[src/rtl/cp0_reg_pkg.sv]
// cp0_reg_pkg: CP0 register numbers, exception-type codes shared with ctrl,
// Status/Cause bit positions and a small ExcCode helper.
// Optional feature macro used by this slice: CP0_TIMER_EN.
package cp0_reg_pkg;

   // CP0 register numbers (rd field of mtc0/mfc0)
   localparam logic [4:0] CP0_REG_COUNT   = 5'd9;
   localparam logic [4:0] CP0_REG_COMPARE = 5'd11;
   localparam logic [4:0] CP0_REG_STATUS  = 5'd12;
   localparam logic [4:0] CP0_REG_CAUSE   = 5'd13;
   localparam logic [4:0] CP0_REG_EPC     = 5'd14;
   localparam logic [4:0] CP0_REG_PRID    = 5'd15;
   localparam logic [4:0] CP0_REG_CONFIG  = 5'd16;

   // Exception-type codes as produced by MEM and consumed by ctrl
   localparam logic [31:0] EXC_INT          = 32'h0000_0001;
   localparam logic [31:0] EXC_SYSCALL      = 32'h0000_0008;
   localparam logic [31:0] EXC_INST_INVALID = 32'h0000_000a;
   localparam logic [31:0] EXC_TRAP         = 32'h0000_000d;
   localparam logic [31:0] EXC_OV           = 32'h0000_000c;
   localparam logic [31:0] EXC_ERET         = 32'h0000_000e;

   // Status / Cause bit positions
   localparam int STATUS_EXL   = 1;
   localparam int CAUSE_BD     = 31;
   localparam int CAUSE_IV     = 23;
   localparam int CAUSE_WP     = 22;
   localparam int CAUSE_IP_HI  = 15;
   localparam int CAUSE_IP_LO  = 10;
   localparam int CAUSE_SW_HI  = 9;
   localparam int CAUSE_SW_LO  = 8;
   localparam int CAUSE_EXC_HI = 6;
   localparam int CAUSE_EXC_LO = 2;

   // ExcCode field values written into Cause[6:2]
   typedef enum logic [4:0] {
      EXCCODE_INT  = 5'h00,
      EXCCODE_SYS  = 5'h08,
      EXCCODE_RI   = 5'h0a,
      EXCCODE_OV   = 5'h0c,
      EXCCODE_TRAP = 5'h0d
   } exccode_e;

   // Map a recordable exception type onto its ExcCode
   function automatic exccode_e exccode_of(input logic [31:0] exc);
      exccode_e c;
      c = EXCCODE_INT;
      case (exc)
         EXC_SYSCALL:      c = EXCCODE_SYS;
         EXC_INST_INVALID: c = EXCCODE_RI;
         EXC_TRAP:         c = EXCCODE_TRAP;
         EXC_OV:           c = EXCCODE_OV;
         default:          c = EXCCODE_INT;
      endcase
      return c;
   endfunction

endpackage

[src/rtl/cp0_reg_if.sv]
// cp0_reg_if: mtc0/mfc0 access and MEM-stage exception report into CP0.
// master = pipeline side, slave = CP0.
interface cp0_reg_if;
   logic        we_i;
   logic [4:0]  waddr_i;
   logic [31:0] data_i;
   logic [4:0]  raddr_i;
   logic [31:0] data_o;
   logic [31:0] excepttype_i;
   logic [31:0] current_inst_addr_i;
   logic        is_in_delayslot_i;

   modport master (
      output we_i, waddr_i, data_i, raddr_i,
      output excepttype_i, current_inst_addr_i, is_in_delayslot_i,
      input  data_o
   );

   modport slave (
      input  we_i, waddr_i, data_i, raddr_i,
      input  excepttype_i, current_inst_addr_i, is_in_delayslot_i,
      output data_o
   );
endinterface

[src/rtl/cp0_timer.sv]
// cp0_timer: free-running Count, Compare and the sticky timer interrupt.
// Only instantiated when CP0_TIMER_EN is defined.
module cp0_timer (
   input  logic        clk,
   input  logic        rst,
   input  logic        count_we,
   input  logic        compare_we,
   input  logic [31:0] wdata,
   output logic [31:0] count,
   output logic [31:0] compare,
   output logic        timer_int
);

   // Count wraps naturally; an mtc0 load replaces the increment
   always_ff @(posedge clk or negedge rst) begin
      if (!rst)          count <= '0;
      else if (count_we) count <= wdata;
      else               count <= count + 32'd1;
   end

   // Compare is software-only state
   always_ff @(posedge clk or negedge rst) begin
      if (!rst)            compare <= '0;
      else if (compare_we) compare <= wdata;
   end

   // Sticky match flag; a Compare write clears it even on a matching cycle
   always_ff @(posedge clk or negedge rst) begin
      if (!rst)                                    timer_int <= 1'b0;
      else if (compare_we)                         timer_int <= 1'b0;
      else if (compare != '0 && count == compare)  timer_int <= 1'b1;
   end

endmodule

[src/rtl/cp0_reg.sv]
// cp0_reg: CP0 register file (Count, Compare, Status, Cause, EPC, PRId,
// Config) with precise exception recording and the timer interrupt.
// Optional feature macro: CP0_TIMER_EN (Count/Compare/timer present).
module cp0_reg
   import cp0_reg_pkg::*;
#(
   parameter logic [31:0] PRID_VALUE   = 32'h004c0102,
   parameter logic [31:0] CONFIG_RESET = 32'h00008000,
   parameter logic [31:0] STATUS_RESET = 32'h10000000
) (
   input  logic        clk,
   input  logic        rst,
   cp0_reg_if.slave    bus,
   input  logic [5:0]  int_i,
   output logic [31:0] count_o,
   output logic [31:0] compare_o,
   output logic [31:0] status_o,
   output logic [31:0] cause_o,
   output logic [31:0] epc_o,
   output logic [31:0] config_o,
   output logic [31:0] prid_o,
   output logic        timer_int_o
);

   logic [31:0] status, cause, epc;
   logic        exc_vld;
   logic        wr_ok;
   logic [31:0] rec_epc;

   // Any reported exception squashes a concurrent mtc0
   assign exc_vld = |bus.excepttype_i;
   assign wr_ok   = bus.we_i && !exc_vld;
   assign rec_epc = bus.is_in_delayslot_i ? bus.current_inst_addr_i - 32'd4
                                          : bus.current_inst_addr_i;

`ifdef CP0_TIMER_EN
   cp0_timer u_timer (
      .clk        (clk),
      .rst        (rst),
      .count_we   (wr_ok && bus.waddr_i == CP0_REG_COUNT),
      .compare_we (wr_ok && bus.waddr_i == CP0_REG_COMPARE),
      .wdata      (bus.data_i),
      .count      (count_o),
      .compare    (compare_o),
      .timer_int  (timer_int_o)
   );
`else
   assign count_o     = '0;
   assign compare_o   = '0;
   assign timer_int_o = 1'b0;
`endif

   // Status/Cause/EPC update: exceptions first, otherwise mtc0
   always_ff @(posedge clk or negedge rst) begin
      if (!rst) begin
         status <= STATUS_RESET;
         cause  <= '0;
         epc    <= '0;
      end else begin
         cause[CAUSE_IP_HI:CAUSE_IP_LO] <= int_i;
         if (exc_vld) begin
            case (bus.excepttype_i)
               EXC_INT: begin
                  epc                              <= rec_epc;
                  cause[CAUSE_BD]                  <= bus.is_in_delayslot_i;
                  status[STATUS_EXL]               <= 1'b1;
                  cause[CAUSE_EXC_HI:CAUSE_EXC_LO] <= EXCCODE_INT;
               end
               EXC_SYSCALL, EXC_INST_INVALID, EXC_TRAP, EXC_OV: begin
                  // nested exceptions keep the original return point
                  if (!status[STATUS_EXL]) begin
                     epc             <= rec_epc;
                     cause[CAUSE_BD] <= bus.is_in_delayslot_i;
                  end
                  status[STATUS_EXL]               <= 1'b1;
                  cause[CAUSE_EXC_HI:CAUSE_EXC_LO] <= exccode_of(bus.excepttype_i);
               end
               EXC_ERET: status[STATUS_EXL] <= 1'b0;
               default: ;
            endcase
         end else if (wr_ok) begin
            case (bus.waddr_i)
               CP0_REG_STATUS: status <= bus.data_i;
               CP0_REG_EPC:    epc    <= bus.data_i;
               CP0_REG_CAUSE: begin
                  cause[CAUSE_IV]                <= bus.data_i[CAUSE_IV];
                  cause[CAUSE_WP]                <= bus.data_i[CAUSE_WP];
                  cause[CAUSE_SW_HI:CAUSE_SW_LO] <= bus.data_i[CAUSE_SW_HI:CAUSE_SW_LO];
               end
               default: ;
            endcase
         end
      end
   end

   assign status_o = status;
   assign cause_o  = cause;
   assign epc_o    = epc;
   assign config_o = CONFIG_RESET;
   assign prid_o   = PRID_VALUE;

   // mfc0 read mux; forced to zero while reset is held
   always_comb begin
      bus.data_o = '0;
      if (rst) begin
         case (bus.raddr_i)
            CP0_REG_COUNT:   bus.data_o = count_o;
            CP0_REG_COMPARE: bus.data_o = compare_o;
            CP0_REG_STATUS:  bus.data_o = status;
            CP0_REG_CAUSE:   bus.data_o = cause;
            CP0_REG_EPC:     bus.data_o = epc;
            CP0_REG_PRID:    bus.data_o = PRID_VALUE;
            CP0_REG_CONFIG:  bus.data_o = CONFIG_RESET;
            default:         bus.data_o = '0;
         endcase
      end
   end

endmodule

[src/flat_wrapper.sv]
// flat-port wrapper written by rule: the top's interface ports become plain ports
module cp0_reg_flat import cp0_reg_pkg::*;
#(
   parameter logic [31:0] PRID_VALUE   = 32'h004c0102,
   parameter logic [31:0] CONFIG_RESET = 32'h00008000,
   parameter logic [31:0] STATUS_RESET = 32'h10000000
)
  (clk, rst, int_i, count_o, compare_o, status_o, cause_o, epc_o, config_o, prid_o, timer_int_o, bus_we_i, bus_waddr_i, bus_data_i, bus_raddr_i, bus_excepttype_i, bus_current_inst_addr_i, bus_is_in_delayslot_i, bus_data_o);
  cp0_reg_if bus_i ();
  input  logic clk;
  input  logic rst;
  input  logic [5:0] int_i;
  output logic [31:0] count_o;
  output logic [31:0] compare_o;
  output logic [31:0] status_o;
  output logic [31:0] cause_o;
  output logic [31:0] epc_o;
  output logic [31:0] config_o;
  output logic [31:0] prid_o;
  output logic timer_int_o;
  input wire logic [$bits(bus_i.we_i)-1:0] bus_we_i;
  input wire logic [$bits(bus_i.waddr_i)-1:0] bus_waddr_i;
  input wire logic [$bits(bus_i.data_i)-1:0] bus_data_i;
  input wire logic [$bits(bus_i.raddr_i)-1:0] bus_raddr_i;
  input wire logic [$bits(bus_i.excepttype_i)-1:0] bus_excepttype_i;
  input wire logic [$bits(bus_i.current_inst_addr_i)-1:0] bus_current_inst_addr_i;
  input wire logic [$bits(bus_i.is_in_delayslot_i)-1:0] bus_is_in_delayslot_i;
  output wire logic [$bits(bus_i.data_o)-1:0] bus_data_o;
  assign bus_i.we_i = bus_we_i;
  assign bus_i.waddr_i = bus_waddr_i;
  assign bus_i.data_i = bus_data_i;
  assign bus_i.raddr_i = bus_raddr_i;
  assign bus_i.excepttype_i = bus_excepttype_i;
  assign bus_i.current_inst_addr_i = bus_current_inst_addr_i;
  assign bus_i.is_in_delayslot_i = bus_is_in_delayslot_i;
  assign bus_data_o = bus_i.data_o;
  cp0_reg #(.PRID_VALUE(PRID_VALUE), .CONFIG_RESET(CONFIG_RESET), .STATUS_RESET(STATUS_RESET)) u_core (.clk(clk), .rst(rst), .bus(bus_i), .int_i(int_i), .count_o(count_o), .compare_o(compare_o), .status_o(status_o), .cause_o(cause_o), .epc_o(epc_o), .config_o(config_o), .prid_o(prid_o), .timer_int_o(timer_int_o));
endmodule
[config.mk]
export PLATFORM = sky130hd
export DESIGN_NAME = cp0_reg_flat
export DESIGN_NICKNAME = d
export VERILOG_FILES = /design/src/rtl/cp0_reg_pkg.sv /design/src/rtl/cp0_reg_if.sv /design/src/rtl/cp0_timer.sv /design/src/rtl/cp0_reg.sv /design/src/flat_wrapper.sv
export SDC_FILE = /design/constraint.sdc
export NUM_CORES = 1
export LEC_CHECK = 0
export BUFFER_PORTS_ARGS = -buffer_cell sky130_fd_sc_hd__buf_2
export CAP_MARGIN = 0
export CORE_AREA = 2 2 147 149
export DETAILED_ROUTE_END_ITERATION = 10
export DIE_AREA = 0 0 149 151
export PLACE_DENSITY = 0.59
export SYNTH_ARGS = -nofsm -noshare
export SYNTH_HDL_FRONTEND = slang
export SYNTH_HIERARCHICAL = 1
export SYNTH_SLANG_ARGS = --single-unit
[constraint.sdc]
create_clock -name clk -period 5.1 [get_ports clk]
set_input_delay 0.765 -clock clk [delete_from_list [all_inputs] [get_ports clk]]
set_output_delay 0.765 -clock clk [all_outputs]
set_load 0.01 [all_outputs]
== Word level (Yosys, flattened, before mapping) ==
Cells that the tools add are included.
Word-level totals
  ROM bits: 0
  bits in latches: 0
  output and inout port bits: 257
  input bits: 116
  memories: 0
  register bits: 80
  RAM bits: 0
  logic and storage cells: 59
Cells by class
  magnitude comparators: 0
  equality and inequality tests: 18
  reductions and logical operators: 15
  divide/modulo/power cells: 0
  shift-type cells: 0
  bitwise operators: 1
  multiply operators: 0
  muxes and demuxes: 16
  $add $sub $neg: 1
Operators by type and width (count)
  two-way mux 32 bit: 6
  == test 32 x 4 -> 1 bit (second input constant): 5
  one-hot mux 32 bit (5 select lines): 1
  one-hot mux 32 bit (2 select lines): 1
  == test 5 x 4 -> 1 bit (second input constant): 7
  == test 32 x 1 -> 1 bit (second input constant): 1
  OR reduction 32 bit: 1
  subtractor 32 x 3 -> 32 bit (second input constant): 1
  one-hot mux 4 bit (4 select lines): 1
  AND reduction 3 bit: 4
  one-hot mux 5 bit (2 select lines): 1
  != test 3 bit (second input constant): 3
  nonzero test 2 bit: 4
  == test 5 bit (second input constant): 1
  OR reduction 5 bit: 1
  two-way mux 2 bit: 2
  one-hot mux 1 bit (2 select lines): 2
  AND reduction 4 bit: 1
  OR reduction 4 bit: 1
  two-way mux 1 bit: 2
  != test 2 bit (second input constant): 1
  AND reduction 2 bit: 1
  logical AND 1 bit: 1
  logical NOT 1 bit: 1
  inverter 1 bit: 1

== Longest topological paths before layout ==
  word-level depth: 5
  mapped depth: 9
  mapped depth without buffers: 7

== Least setup slack after synthesis ==
No wires, ideal clock.
  path type: input to output
  from: input bus_raddr_i[4]
  to: output bus_data_o[17]
  path slack: 2277 ps
  data required time: 4335 ps
  data arrival time: 2058 ps
  cell stages on the path: 7
  cell sequence: and3b_1 -> clkbuf_1 -> and3b_1 -> clkbuf_1 -> clkbuf_1 -> a22oi_1 -> nor2_1
Between the ends
  longest elaborated chain between the ends: 3
  elaborated cells on any way between the ends: 7
  classes of those cells: eq/ne: 5; mux: 2
RTL lines
  start: declaration: line flat_wrapper.sv:24  | input wire logic [$bits(bus_i.raddr_i)-1:0] bus_raddr_i;
  == test 5 bit / == test 5 x 4 -> 1 bit (equally long branches): line cp0_reg.sv:106  | case (bus.raddr_i)
  one-hot mux 32 bit (5 select lines) *: line cp0_reg.sv:106
  two-way mux 32 bit *: line cp0_reg.sv:105  | if (rst) begin
  end: declaration: line flat_wrapper.sv:28  | output wire logic [$bits(bus_i.data_o)-1:0] bus_data_o;
Mark *: on every way between the ends. The rest lies on a longest branch, timed or not.

== Worst setup path after layout ==
  from: input bus_raddr_i[0]
  to: output bus_data_o[15]
Same word-level chain as after synthesis.

==> flow_summary_export.csv <==
group,metric,value,unit
run_status,status,"completed",
route,wl_per_cell,18.6,um
clock_network,cts_sinks,79,
synth,synth.area.top_cells,"dfrtp_1 (33%), buf_4 (19%), mux2_2 (8.8%)",
route,initialDrtViolationCount,174,
sta,final_max_slew_viol_count,0,
synth,dominantRegCellSynth,"dfrtp_1",
final_layout,regArea,0.00198,mm^2
route,firstDrtPassIters,5,
worst_setup_path,reg2reg_from,"u_core/status_o[1]",
clock_network,post-cts-setup-buffers,0,
sta,fin_crit_sh,66.8,%
sta,finalHoldViolCount,0,
clock_network,clockBufferDepth,2,
sta,worst_hold_slack,384,ps
job,cap_violations,0,
worst_setup_path,critPathMaxFanout,22,
synth,syn_area_per_cell,9.51,um^2
synth,synth-async-reset-ratio,100,%
synth,synth-compound-area-share,8.95,%
clock_network,clkTransAtPathRegs,60,ps
placed_design,io_buffers,226,
grt,antenna_found_initial,2,
power,ir_drop,0.000139,V
power,p_per_area,218,mW/mm^2
worst_setup_path,rr_worst_depth,4,
die,io_pins,373,
synth,synthMuxAreaShare,18.3,%
synth,seq_area_frac_synth,33.0,%
sta,layout_setup_ws,1690,ps
clock_network,clk_latency,350,ps
route,wl_met3,1340,um
die,die_w,149,um
final_layout,fin_area,0.00715,mm^2
worst_setup_path,cp-startpoint,"bus_raddr_i[0]",
worst_setup_path,worstPathRequired,4340,ps
sta,fin_tns_setup,0,ps
synth,syn-cell-area,0.00600,mm^2
sta,worst_pin_slew,805,ps
synth,synthXorXnorAreaFrac,2.04,%
sta,maxSlewHeadroom,46.2,%
route,ant_nets,0,
synth,synth_edf_count,0,
grt,overflow,0,
die,dieArea,0.0225,mm^2
route,num_vias,5142,
worst_setup_path,cp.arrival,2640,ps
placed_design,postPlaceCellArea,0.00682,mm^2
sta,rsz0062_at_grt,"false",
die,fp.dieH,151,um
synth,synth-adder-area-share,0.209,%
sta,finalCriticalPeriod,3410,ps
placed_design,placed_cells,1107,
synth,synth_simple_gate_area_share,15.8,%
power,cellLeakagePower,3.76,nW
worst_setup_path,start_kind,"primary input",
placed_design,place_congestion,0.759,
worst_setup_path,regToRegEndpoint,"u_core/epc_o[27]",
clock_network,cts_hold_buf,0,
clock_network,cts_made_buffers,9,
clock_network,htreeDepth,3,
final_layout,nets,960,
synth,synth.top_cell.area_share,32.5,%
route,vias_per_cell,4.57,
synth,yosysUniqueCellTypes,57,
synth,synth_cells,631,
route,routed_wl,20900,um
synth,ys_ff_latch,79,
final_layout,utilization,34.3,%
hold_path,min_path_type,"primary input to asynchronous set/reset pin",
final_layout,multiInputGateArea,0.00327,mm^2
final_layout,finalNonFillerCells,1124,
placed_design,pre_cts_ws,1660,ps
clock_network,root_buffer,"clkbuf_16",
clock_network,cts_resized,0,
route,wl_met2,10500,um
die,core,0.0208,mm^2
synth,yosys.area.top_type,"dfrtp_1",
power,finalPower,1.56,mW
synth,synth_top_family_by_area,"buffers and inverters",
die,initial_utilization,28.8,%
route,wl_met1,8870,um
final_layout,num-fill-cells,2218,
worst_setup_path,crit_type,"primary input to output port",
worst_setup_path,end_kind,"output port",
final_layout,drive_gt1_share,36.4,%
sta,setup_viol,0,
route,top_layer,"met5",
route,drc,0,
clock_network,cts_tree,"yes",
sta,skew,5.35,ps
sta,max_freq,0.293,GHz
grt,grt_max_degree,48,
final_layout,synthToLayoutAreaGrowth,19.2,%
worst_setup_path,rrSetupSlack,3230,ps
grt,grtUsageTotal,18.0,%
die,rows,53,
grt,grt_pass1_wl,30000,um
placed_design,dp_hpwl,15900,um
grt,grt_pass1_vias,4881,
synth,synth_warnings,38,
[power by group]
group          internal (mW)  switching (mW)  total, mW
combinational         0.0629           0.143      0.206
clock                  0.443           0.282      0.725
sequential             0.629         0.00128      0.630
[cells in the final DEF (no fill, tap or decap), types with 4 or more instances in the layout]
cell type    n
nand2_1     16
or4_1       10
or3_1        6
buf_2      225
conb_1     146
xnor2_1     11
a21oi_1     19
nor3_1       5
inv_1        5
nand2b_1     5
nand3_1     10
clkbuf_16    9
and3_1       4
a31oi_1     20
mux2_2      47
nor4_1      26
nor2_1      57
o21ai_0     10
buf_4       11
mux2i_1     12
mux2_1      40
a22oi_1     14
dfrtp_1     78
o31ai_1     10
nand4_1      9
[critical path: stages]
cell	delay, ps
buf_2	450
nor2_1	210
and3_1	220
o21ai_1	440
buf_4	330
nor2_1	70
buf_2	150
[synth_stat cells (6+ instances only)]
cell type,number
nor2_1,57
a21oi_1,19
a22oi_1,14
mux2_2,47
nor4_1,26
o21ai_0,10
buf_4,148
mux2i_1,12
mux2_1,40
o31ai_1,10
nand2_1,16
a31oi_1,20
xnor2_1,11
or4_1,10
nand4_1,9
clkbuf_1,17
or3_1,6
buf_2,6
nand3_1,11
dfrtp_1,78
[kinds of logic (layout without fill, tap and decap cells)]
logic type	after synthesis	count (layout)
adder cells (fa/ha/maj)	1	1
multiplexers	99	99
AO/OA/AOI/OAI	84	84
buffers and inverters	184	257
other	2	147
flip-flops	79	79
AND/OR/NAND/NOR	168	168
XOR/XNOR	14	14
[layout make-up]
type	instances	share of cell area, %
multi-input combinational	512	45.8
sequential	79	27.7
timing repair buffer	236	16.9
tap	275	4.81
clock buffer	11	3.40
clock inverter	5	1.14
inverter	5	0.263
antenna	1	0.0350
[registers in the layout, indices dropped and copies added (netlist names)]
| name | count |
|---|---|
| u_core/cause_o | 15 |
| u_core/epc_o | 32 |
| u_core/status_o | 32 |
[metal layers]
layer,vias up,GRT usage [%]
li1,2408,-
met1,2483,23.3
met2,235,30.9
met3,14,3.98
met4,2,3.86
met5,-,0
[how the worst max path moves through the flow]
| stage | to | slack (ps) | depth (start not counted) |
|---|---|---|---|
| 2_1_floorplan | bus_data_o[17] | 2280 | 7 |
| 6_report | bus_data_o[15] | 1690 | 7 |
| 4_1_cts | bus_data_o[15] | 1650 | 7 |
| 5_1_grt | bus_data_o[28] | 1530 | 7 |
| 3_5_place_dp | bus_data_o[15] | 1660 | 7 |
| 3_3_place_gp | bus_data_o[0] | 1750 | 6 |
Power figures use the tool's default switching activity.
